`config.mk`:
```
export PLATFORM = sky130hd
export DESIGN_NAME = clk_divider_prog
export DESIGN_NICKNAME = d
export VERILOG_FILES = /design/src/rtl/clk_divider_prog.sv
export SDC_FILE = /design/constraint.sdc
export NUM_CORES = 1
export LEC_CHECK = 0
export BUFFER_PORTS_ARGS = -buffer_cell sky130_fd_sc_hd__buf_2
export CORE_ASPECT_RATIO = 0.75
export CORE_MARGIN = 2
export CORE_UTILIZATION = 55
export CTS_BUF_LIST = sky130_fd_sc_hd__clkbuf_8
export DETAILED_ROUTE_END_ITERATION = 10
export PLACE_DENSITY = 0.75
export SLEW_MARGIN = 30
export SYNTH_ARGS = -nofsm -noshare
export SYNTH_HDL_FRONTEND = slang
export SYNTH_SLANG_ARGS = --single-unit
```
`constraint.sdc`:
```
create_clock -name clk_hf -period 12.2 [get_ports clk_hf]
set_input_delay 2.44 -clock clk_hf [delete_from_list [all_inputs] [get_ports clk_hf]]
set_output_delay 2.44 -clock clk_hf [all_outputs]
set_load 0.01 [all_outputs]
```
`src/rtl/clk_divider_prog.sv`:
```
// rtl/clk_divider_prog.sv - multi-channel programmable clock divider in the clk_hf domain
module clk_divider_prog #(
  parameter int CHANNELS    = 2,
  parameter int DIV_WIDTH   = 16,
  parameter int DEFAULT_DIV = 4,
  parameter int SEL_WIDTH   = (CHANNELS > 1) ? $clog2(CHANNELS) : 1
) (
  input  logic                 clk_hf,
  input  logic                 reset,
  input  logic [CHANNELS-1:0]  ch_enable,
  input  logic                 div_wr,
  input  logic [SEL_WIDTH-1:0] div_sel,
  input  logic [DIV_WIDTH-1:0] div_value,
  output logic [CHANNELS-1:0]  clk_en,
  output logic [CHANNELS-1:0]  clk_out,
  output logic [CHANNELS-1:0]  div_pending
);

  localparam logic [DIV_WIDTH-1:0] DEF_DIV = DIV_WIDTH'(DEFAULT_DIV);
  localparam logic [DIV_WIDTH-1:0] DEF_CNT = (DEFAULT_DIV > 1) ? DIV_WIDTH'(DEFAULT_DIV - 1) : '0;
  localparam logic [DIV_WIDTH-1:0] ONE     = DIV_WIDTH'(1);
  localparam logic [DIV_WIDTH:0]   ONE_X   = (DIV_WIDTH+1)'(1);

  logic [DIV_WIDTH-1:0] r_cnt     [CHANNELS];
  logic [DIV_WIDTH-1:0] r_div_act [CHANNELS];
  logic [DIV_WIDTH-1:0] r_div_stg [CHANNELS];
  logic [CHANNELS-1:0]  r_clk_en;
  logic [CHANNELS-1:0]  r_clk_out;
  logic [CHANNELS-1:0]  r_pending;

  logic [DIV_WIDTH-1:0] w_neff     [CHANNELS];
  logic [DIV_WIDTH-1:0] w_neff_stg [CHANNELS];
  logic [CHANNELS-1:0]  w_wrap;
  logic [CHANNELS-1:0]  w_hit;
  logic [CHANNELS-1:0]  w_hi_next;

  // Widened by one bit so cnt+1 and Neff+1 cannot overflow at the top of the range.
  always_comb begin
    for (int c = 0; c < CHANNELS; c++) begin
      w_neff[c]     = (r_div_act[c] == '0) ? ONE : r_div_act[c];
      w_neff_stg[c] = (r_div_stg[c] == '0) ? ONE : r_div_stg[c];
      w_wrap[c]     = (r_cnt[c] == (w_neff[c] - ONE));
      w_hit[c]      = div_wr && (div_sel == SEL_WIDTH'(c));
      w_hi_next[c]  = (({1'b0, r_cnt[c]} + ONE_X) < (({1'b0, w_neff[c]} + ONE_X) >> 1));
    end
  end

  always_ff @(posedge clk_hf) begin
    if (reset) begin
      for (int c = 0; c < CHANNELS; c++) begin
        r_cnt[c]     <= DEF_CNT;
        r_div_act[c] <= DEF_DIV;
        r_div_stg[c] <= DEF_DIV;
      end
      r_clk_en  <= '0;
      r_clk_out <= '0;
      r_pending <= '0;
    end else begin
      for (int c = 0; c < CHANNELS; c++) begin
        if (!ch_enable[c]) begin
          // Parked at Neff-1 so the first enabled edge is a wrap.
          r_clk_en[c]  <= 1'b0;
          r_clk_out[c] <= 1'b0;
          if (w_hit[c]) begin
            r_div_stg[c] <= div_value;
            r_pending[c] <= 1'b1;
            r_cnt[c]     <= w_neff[c] - ONE;
          end else if (r_pending[c]) begin
            r_div_act[c] <= r_div_stg[c];
            r_pending[c] <= 1'b0;
            r_cnt[c]     <= w_neff_stg[c] - ONE;
          end else begin
            r_cnt[c]     <= w_neff[c] - ONE;
          end
        end else if (w_wrap[c]) begin
          r_cnt[c]     <= '0;
          r_clk_en[c]  <= 1'b1;
          r_clk_out[c] <= 1'b1;
          if (w_hit[c]) begin
            r_div_act[c] <= div_value;
            r_div_stg[c] <= div_value;
            r_pending[c] <= 1'b0;
          end else if (r_pending[c]) begin
            r_div_act[c] <= r_div_stg[c];
            r_pending[c] <= 1'b0;
          end
        end else begin
          r_cnt[c]     <= r_cnt[c] + ONE;
          r_clk_en[c]  <= 1'b0;
          r_clk_out[c] <= w_hi_next[c];
          if (w_hit[c]) begin
            r_div_stg[c] <= div_value;
            r_pending[c] <= 1'b1;
          end
        end
      end
    end
  end

  assign clk_en      = r_clk_en;
  assign clk_out     = r_clk_out;
  assign div_pending = r_pending;

endmodule

```
==> results.tsv, run 1 <==
stage	metric	value	unit
status	status	complete, no violations	
timing	min_period_over_period	43.5	%
synthesis	syn-cell-area	8520	sq um
worst_setup_path	r2r_setup_slack	6890	ps
power_and_ir_drop	p_int	0.629	mW
power_and_ir_drop	p_leak	3.42	nW
clocking	worstSkewPairLatency	390	ps
hold_path	worstHoldPathCells	2	
hold_path	hold_class	reg -> reg	
timing	period_needed	5310	ps
global_route	antenna_found_initial	0	
placed_design	gp_congestion	0.989	
synthesis	synth_cells	931	
synthesis	synth-edff-count	96	
synthesis	synth_cell_types	74	
route	drtAntennaViolNets	0	
synthesis	ys.flop_type	edfxtp_1	
route	vias	7426	
timing	drv_slew	0	
power_and_ir_drop	power_density	99.7	nW/um^2
die	die_w	148	um
route	avgRoutedWirePerCell	20.8	um
cells_and_area	layout_commonest_cell	edfxtp_1	
worst_setup_path	critical_path_peak_fanout	17	
route	routed_wl	24100	um
clocking	cts_max_level	3	
global_route	grt_overflow_total	0	
global_route	grt_pass1_wl	37500	um
clocking	cts_max_path_buffers	2	
placed_design	placed_cells_incl_taps	1143	
die	dieArea	16500	sq um
synthesis	avgSynthCellArea	9.16	sq um
worst_setup_path	cp.required	12230	ps
synthesis	ys_ff_latch	102	
placed_design	port_buffers	27	
clocking	cts_tree	yes	
global_route	grt_pass1_vias	6764	
clocking	cts_resized	0	
die	die_y	112	um
die	initial_utilization	56.2	%
cells_and_area	nets	1007	
power_and_ir_drop	swShare	30.4	%
synthesis	yosysWarnings	0	
cells_and_area	syn_to_final_growth	6.33	%
timing	whs	554	ps
timing	worstMarginPinSlew	937	ps
route	drc	0	
synthesis	yosysSeqAreaShare	35.2	%
timing	max_freq	0.188	GHz
power_and_ir_drop	power_frac_comb	20.4	%
global_route	grt_max_degree	32	
cells_and_area	n_fill_cell	1332	
cells_and_area	postLayoutCellArea	9060	sq um
timing	hold_viol_final	0	
route	dr.pass1.iters	6	
job	cap_viol_max_count	0	
clocking	cts_root_buf	clkbuf_8	
power_and_ir_drop	seqPwrFrac	50.8	%
route	drtIter0Drc	1098	
worst_setup_path	start_kind	flip-flop	
cells_and_area	fin_cells	1158	
worst_setup_path	crit_path_end_kind	flip-flop	
timing	setup_viol	0	
timing	max_slew_margin	37.4	%
worst_setup_path	r2r_cells	12	
timing	finClkSkew	11.6	ps
placed_design	dpl.hpwl	18400	um
clocking	cts-hold-fix-buffers	0	
timing	grt_setup_unrepaired	false	
die	core	15200	sq um
cells_and_area	drive_gt1_share	8.60	%
synthesis	synth-async-reset-ratio	0	%
clocking	cts_buffers	9	
clocking	clkTransAtPathRegs	100	ps
cells_and_area	antenna_cells	0	
power_and_ir_drop	p_sw	0.275	mW
hold_path	hp-start	div_pending[0]	
die	io_pins	28	
power_and_ir_drop	ir_drop	0.0000716	V
clocking	cts.sinks	102	
worst_setup_path	worstPathArrival	5340	ps
power_and_ir_drop	power	0.904	mW
clocking	cts_setup_buffers	0	
worst_setup_path	r2r-start	r_div_act[1][4]	
cells_and_area	multi_input_area	5330	sq um
placed_design	post_dp_cell_area	8820	sq um
route	vias_per_cell	6.41	
cells_and_area	seq_area	3000	sq um
hold_path	holdPathEnd	div_pending[0]	
global_route	track_usage	29.2	%
worst_setup_path	crit_type	reg -> reg	
die	rows	39	
cells_and_area	layout_common_cells	96 x edfxtp_1, 94 x nor2_1, 64 x xnor2_1	
worst_setup_path	r2r_end	r_div_act[1][14]	
timing	setup_tns	0	ps
power_and_ir_drop	clkPwrFrac	28.8	%
==> cell usage after synthesis, types with 5 or more instances <==
cell type,count,area [sq um]
or4_1,13,97.6
inv_1,18,67.6
nand3_1,46,230
clkbuf_1,43,161
mux2i_1,33,330
nor2b_1,8,50.1
and4_1,7,61.3
a31oi_1,5,31.3
nor4_1,24,150
nor3_1,31,155
xnor2_1,64,561
nor2_1,94,353
nand2_1,58,218
and3_1,18,113
a21o_1,5,37.5
buf_2,8,40.0
a21oi_1,38,190
o211ai_1,8,60.1
dfxtp_1,6,120
o21ai_0,26,130
nand2b_1,18,113
ha_1,36,450
a211oi_1,6,45.0
or3_1,11,68.8
xor2_1,47,412
o21a_1,10,75.1
o22ai_1,17,106
and2_1,35,219
edfxtp_1,96,2880
a31o_2,15,131
nand4_1,10,62.6
==> sequential cells by signal (all words and copies together) (netlist names) <==
register	cells
clk_out	2
r_cnt	32
r_div_act	32
r_div_stg	32
clk_en	2
div_pending	2
==> metrics by stage <==
stage,setup WS [ps],utilization (%)
floorplan,8180,-
global placement,7020,58.1
detailed placement,6910,58.1
CTS,6970,59.7
global route,6500,59.7
finish,6890,59.7
==> how the worst max path moves through the flow <==
| stage | from | to |
|---|---|---|
| 2_1_floorplan | r_div_act[0][4] | r_div_act[0][0] |
| 3_3_place_gp | reset | r_div_act[0][1] |
| 3_5_place_dp | reset | r_div_act[0][2] |
| 4_1_cts | r_div_act[1][4] | r_div_act[1][14] |
| 5_1_grt | r_div_act[1][4] | r_div_act[1][10] |
| 6_report | r_div_act[1][4] | r_div_act[1][14] |
==> power groups by stage <==
stage          combinational, mW  sequential (mW)  clock (mW)
2_1_floorplan              0.147            0.439           0
3_3_place_gp               0.176            0.464           0
3_5_place_dp               0.178            0.465           0
4_1_cts                    0.180            0.457       0.265
5_1_grt                    0.202            0.463       0.275
6_report                   0.184            0.459       0.260
==> cell type report <==
class | count | area share, %
Clock buffer | 10 | 1.52
Clock inverter | 5 | 1.09
Sequential cell | 102 | 33.1
Tap cell | 205 | 2.83
Multi-Input combinational cell | 786 | 58.8
Timing Repair Buffer | 32 | 1.91
Inverter | 18 | 0.745
==> layer usage <==
layer  GRT usage [%]  wire, um
met1            47.0     11700
met2            37.2      9200
met3            9.71      2900
met4            6.35       281
met5               0         0
==> cells by family after synthesis <==
| logic type | share of synthesized area [%] |
|---|---|
| compound gates | 14.6 |
| xor+xnor | 11.9 |
| fa+ha+maj | 5.28 |
| buf+inv | 3.77 |
| flops | 35.2 |
| mux | 4.14 |
| other cells | 0.0440 |
| simple gates | 25.0 |
==> worst max-delay path, cell delays in order, from the launching register on <==
cell      delay (ps)
edfxtp_1         590
or4_1            820
nor4_1           440
nor2_1           120
ha_1             380
a22oi_1          190
o221ai_1         170
a31oi_1          170
nand4_1          100
nor3_1           380
nand3_1          700
nand2_1          290
a21o_1           600
(Power assumes the default switching activity.)
==> run 2: changes to the inputs <==
- clock period: 12.2 -> 5.25 ns (I/O delays scaled with it)
==> run 2 against run 1 <==
Compared with the run above:
- non-clock buffer count rose by 17
- cell count is 1.6% higher
- global-route usage is 2.8 points higher
- clock power is 90% higher
- sequential power increased by 130%
- routed wire length up 6.3%
- fmax increased by 15%
- register-to-register slack lost 6200 ps
- flip-flop and latch count stayed put
- worst setup slack lost 6200 ps
- critical path depth is the same
- final area is 0.75% higher
- critical path type unchanged
- critical endpoint is now r_div_act[1][2]
- largest cell class unchanged
- largest power group unchanged
==> results.tsv, run 2 (synthesized netlist as in run 1, its figures left out) <==
stage	metric	value	unit	change
status	status	complete, no violations		unchanged
route	vias	7637		was 7426
die	rows	39		unchanged
clocking	cts_root_buf	clkbuf_8		unchanged
clocking	cts_resized	0		unchanged
global_route	grt_pass1_wl	40700	um	was 37500 um
worst_setup_path	crit_path_end_kind	flip-flop		unchanged
route	drc	0		unchanged
clocking	cts_max_path_buffers	2		unchanged
placed_design	dpl.hpwl	19700	um	was 18400 um
power_and_ir_drop	p_leak	3.46	nW	was 3.42 nW
die	io_pins	28		unchanged
route	drtAntennaViolNets	0		unchanged
power_and_ir_drop	ir_drop	0.000177	V	was 0.0000716 V
worst_setup_path	start_kind	flip-flop		unchanged
timing	setup_tns	0	ps	unchanged
clocking	clkTransAtPathRegs	100	ps	about the same
route	avgRoutedWirePerCell	21.8	um	was 20.8 um
global_route	grt_overflow_total	0		unchanged
timing	period_needed	4610	ps	was 5310 ps
cells_and_area	antenna_cells	0		unchanged
cells_and_area	utilization	60.2	%	was 59.7%
worst_setup_path	crit_type	reg -> reg		unchanged
placed_design	port_buffers	27		unchanged
cells_and_area	reg_top3	r_cnt: 32 flops, r_div_act: 32 flops, r_div_stg: 32 flops		unchanged
die	initial_utilization	56.2	%	unchanged
timing	setup_viol	0		unchanged
global_route	grt.busiest_layer	met1		unchanged
worst_setup_path	cp.required	5400	ps	was 12230 ps
route	vias_per_cell	6.49		was 6.41
hold_path	hold_class	reg -> reg		unchanged
power_and_ir_drop	power_density	220	nW/um^2	was 99.7 nW/um^2
clocking	worstSkewPairLatency	410	ps	was 390 ps
die	die_w	148	um	unchanged
timing	max_freq	0.217	GHz	was 0.188 GHz
die	core	15200	sq um	unchanged
route	routed_wl	25600	um	was 24100 um
power_and_ir_drop	power	2.01	mW	was 0.904 mW
global_route	grt_pass1_vias	7098		was 6764
job	cap_viol_max_count	0		unchanged
global_route	track_usage	32.0	%	was 29.2%
clocking	cts_setup_buffers	0		unchanged
route	dr.pass1.iters	6		unchanged
die	die_y	112	um	unchanged
clocking	cts-hold-fix-buffers	0		unchanged
cells_and_area	layout_commonest_cell	edfxtp_1		unchanged
timing	min_period_over_period	87.8	%	was 43.5%
timing	finClkSkew	24.4	ps	was 11.6 ps
timing	hold_viol_final	0		unchanged
clocking	cts_buffers	9		unchanged
global_route	met1_usage	53.0	%	was 47.0%
die	dieArea	16500	sq um	unchanged
clocking	cts_max_level	3		unchanged
timing	max_slew_margin	32.8	%	was 37.4%
cells_and_area	drive_gt1_share	10.2	%	was 8.60%
timing	worstMarginPinSlew	1010	ps	was 937 ps
worst_setup_path	worstPathArrival	4760	ps	was 5340 ps
timing	drv_slew	0		unchanged
global_route	antenna_found_initial	1		was 0
worst_setup_path	critical_path_peak_fanout	16		was 17
timing	fin_ws	639	ps	was 6890 ps
timing	grt_setup_unrepaired	false		unchanged
global_route	grt_max_degree	32		unchanged
placed_design	gp_congestion	0.998		was 0.989
global_route	use_met2	39.3	%	was 37.2%
route	drtIter0Drc	1349		was 1098
cells_and_area	syn_to_final_growth	7.12	%	was 6.33%
placed_design	dpl_worst_slack	727	ps	was 6910 ps
clocking	cts.sinks	102		unchanged
cells_and_area	layout_common_cells	96 x edfxtp_1, 93 x nor2_1, 64 x xnor2_1		was 96 x edfxtp_1, 94 x nor2_1, 64 x xnor2_1
clocking	cts_tree	yes		unchanged
cells_and_area	nets	1024		was 1007
global_route	use_met3	10.6	%	was 9.71%
[run 2: path summary, 6_finish.rpt]
kind | from | end | slack (ps) | cells after the start
max | r_div_act[1][4] | r_div_act[1][2] | 640 | 12
min | div_pending[0] | div_pending[0] | 550 | 2
max reg2reg | r_div_act[1][4] | r_div_act[1][2] | 640 | 12
min reg2reg | div_pending[0] | div_pending[0] | 550 | 2
[run 2: layout make-up]
class | instances | area (sq um)
clock buffer | 9 | 124
clock inverter | 7 | 56.3
fill | 1326 | 6040
inverter | 18 | 67.6
multi-input combinational | 786 | 5320
sequential | 102 | 3000
tap | 205 | 256
timing repair buffer | 49 | 300
[run 2: report_power, final]
| group | internal, mW | leakage [nW] | switching [mW] | total [mW] |
|---|---|---|---|---|
| clock network | 0.179 | 0.0858 | 0.316 | 0.495 |
| registers | 0.958 | 1.02 | 0.0990 | 1.06 |
| logic | 0.187 | 2.35 | 0.272 | 0.459 |
[run 2: metrics by stage]
step           hold WS, ps  std cells  cell area [sq um]
5_1_grt                603       1176               9130
3_3_place_gp           523       1160               8940
3_5_place_dp           533       1160               8950
4_1_cts                547       1176               9130
6_report               554       1176               9130
2_1_floorplan          530        962               8640
[run 2: critical path: stages, from the launching register on]
cell      delay (ps)
edfxtp_1         570
or4_1            810
nor4_1           430
nor2_1           130
ha_1             250
nor3b_2          230
nand2_1          140
o21ai_0           90
or4_1            580
nor3_1           200
nand3_1          280
o221a_4          430
a211o_1          240
[run 2: routing by layer]
layer	vias up	part of all wire (%)
met2	519	37
met3	33	15
met4	0	1.3
met1	3575	47
met5	-	0
li1	3510	-
==> run 3: changes to the inputs <==
- MAX_ROUTING_LAYER: unset -> met4
- RECOVER_POWER: unset -> 100
==> run 3 against run 2 <==
Compared with the run above:
- the flow now finishes with violations (capacitance limit, slew limit)
- combinational power shrank 0.9%
- utilization shrank 0.26 points
- global-route usage is 0.32 points higher
- critical endpoint is now r_div_act[0][11]
- worst hold slack better by 18 ps
- clock skew down 11 ps
- sequential power about the same
==> results.tsv, run 3 (synthesized netlist as in run 1, its figures left out) <==
stage	metric	value	unit	change
route	avgRoutedWirePerCell	21.7	um	was 21.8 um
worst_setup_path	start_kind	flip-flop		unchanged
cells_and_area	syn_to_final_growth	6.66	%	was 7.12%
route	drc	0		unchanged
global_route	track_usage	32.3	%	was 32.0%
global_route	grt_max_degree	32		unchanged
clocking	cts_root_buf	clkbuf_8		unchanged
clocking	cts.sinks	102		unchanged
worst_setup_path	worstPathArrival	4650	ps	was 4760 ps
timing	setup_tns	0	ps	unchanged
power_and_ir_drop	p_leak	3.40	nW	was 3.46 nW
worst_setup_path	critical_path_peak_fanout	18		was 16
route	routed_wl	25600	um	about the same
worst_setup_path	crit_path_end_kind	flip-flop		unchanged
job	cap_viol_max_count	1		was 0
clocking	cts_max_path_buffers	2		unchanged
timing	max_freq	0.216	GHz	was 0.217 GHz
die	initial_utilization	56.2	%	unchanged
die	die_y	112	um	unchanged
die	io_pins	28		unchanged
clocking	cts-hold-fix-buffers	0		unchanged
clocking	cts_tree	yes		unchanged
die	dieArea	16500	sq um	unchanged
global_route	grt_pass1_vias	6708		was 7098
placed_design	port_buffers	27		unchanged
global_route	grt_pass1_wl	39300	um	was 40700 um
route	drtIter0Drc	1155		was 1349
timing	max_slew_margin	-9.18	%	was 32.8%
cells_and_area	seq_area	3000	sq um	unchanged
cells_and_area	utilization	59.9	%	was 60.2%
status	status	finished with violations		was complete, no violations
timing	min_period_over_period	88.2	%	was 87.8%
cells_and_area	layout_common_cells	96 x edfxtp_1, 93 x nor2_1, 64 x xnor2_1		unchanged
status	violations	capacitance limit, slew limit		
global_route	grt_overflow_total	0		unchanged
clocking	cts_buffers	9		unchanged
timing	finClkSkew	13.4	ps	was 24.4 ps
clocking	clkTransAtPathRegs	110	ps	was 100 ps
timing	grt_setup_unrepaired	false		unchanged
cells_and_area	reg_top3	r_cnt: 32 flops, r_div_act: 32 flops, r_div_stg: 32 flops		unchanged
timing	worstMarginPinSlew	1640	ps	was 1010 ps
timing	drv_slew	32		was 0
clocking	cts_resized	0		unchanged
worst_setup_path	cp.required	5270	ps	was 5400 ps
cells_and_area	drive_gt1_share	8.86	%	was 10.2%
timing	fin_ws	622	ps	was 639 ps
placed_design	dpl.hpwl	19500	um	was 19700 um
clocking	cts_setup_buffers	0		unchanged
cells_and_area	antenna_cells	0		unchanged
cells_and_area	nets	1024		unchanged
route	dr.pass1.iters	5		was 6
cells_and_area	n_fill_cell	1336		was 1326
cells_and_area	layout_commonest_cell	edfxtp_1		unchanged
placed_design	gp_congestion	1.05		was 0.998
die	core	15200	sq um	unchanged
power_and_ir_drop	ir_drop	0.000198	V	was 0.000177 V
route	vias	7663		was 7637
timing	setup_viol	0		unchanged
worst_setup_path	crit_type	reg -> reg		unchanged
cells_and_area	multi_input_area	5320	sq um	about the same
clocking	worstSkewPairLatency	390	ps	was 410 ps
hold_path	hold_class	reg -> reg		unchanged
placed_design	dpl_worst_slack	708	ps	was 727 ps
power_and_ir_drop	power_density	218	nW/um^2	was 220 nW/um^2
timing	hold_viol_final	0		unchanged
clocking	cts_max_level	3		unchanged
timing	period_needed	4630	ps	was 4610 ps
route	vias_per_cell	6.52		was 6.49
global_route	antenna_found_initial	0		was 1
die	rows	39		unchanged
route	drtAntennaViolNets	0		unchanged
die	die_w	148	um	unchanged
-- run 3: area by class of cell --
type / instances / area share [%]
multi-input combinational: 786 / 58.5
inverter: 18 / 0.743
timing repair buffer: 49 / 3.08
tap: 205 / 2.82
clock inverter: 7 / 0.482
clock buffer: 9 / 1.36
sequential: 102 / 33.0
-- run 3: path summary, 6_finish.rpt --
kind,from,to,depth (start not counted),slack (ps)
min,div_pending[0],div_pending[0],2,570
max,r_div_act[0][15],r_div_act[0][11],12,620
max reg2reg,r_div_act[0][15],r_div_act[0][11],12,620
min reg2reg,div_pending[0],div_pending[0],2,570
-- run 3: through the flow --
| step | area [sq um] | std cells | power, mW | hold WS (ps) |
|---|---|---|---|---|
| 6_report | 9090 | 1176 | 1.98 | 573 |
| 2_1_floorplan | 8640 | 962 | 1.36 | 530 |
| 4_1_cts | 9110 | 1176 | 1.97 | 561 |
| 5_1_grt | 9090 | 1176 | 2.06 | 613 |
| 3_3_place_gp | 8940 | 1160 | 1.51 | 527 |
| 3_5_place_dp | 8940 | 1160 | 1.51 | 547 |
-- run 3: metal layers --
| metal | global-route usage (%) | wire, um |
|---|---|---|
| met5 | - | 0 |
| met4 | 7.05 | 399 |
| met3 | 10.2 | 3630 |
| met2 | 36.8 | 9200 |
| met1 | 53.1 | 12300 |
-- run 3: critical path, stage by stage (launching register included) --
cell,delay [ps]
edfxtp_1,640
nor3_1,170
a41oi_1,450
ha_1,310
nand2b_1,190
nor4_4,340
nor2_1,80
or4_1,570
nor4_4,280
nand4_4,130
buf_4,260
a21oi_1,160
or2_1,630
-- run 3: power breakdown --
| group | internal [mW] | switching [mW] |
|---|---|---|
| Clock | 0.169 | 0.296 |
| Sequential | 0.958 | 0.103 |
| Combinational | 0.186 | 0.268 |
| Total | 1.31 | 0.666 |
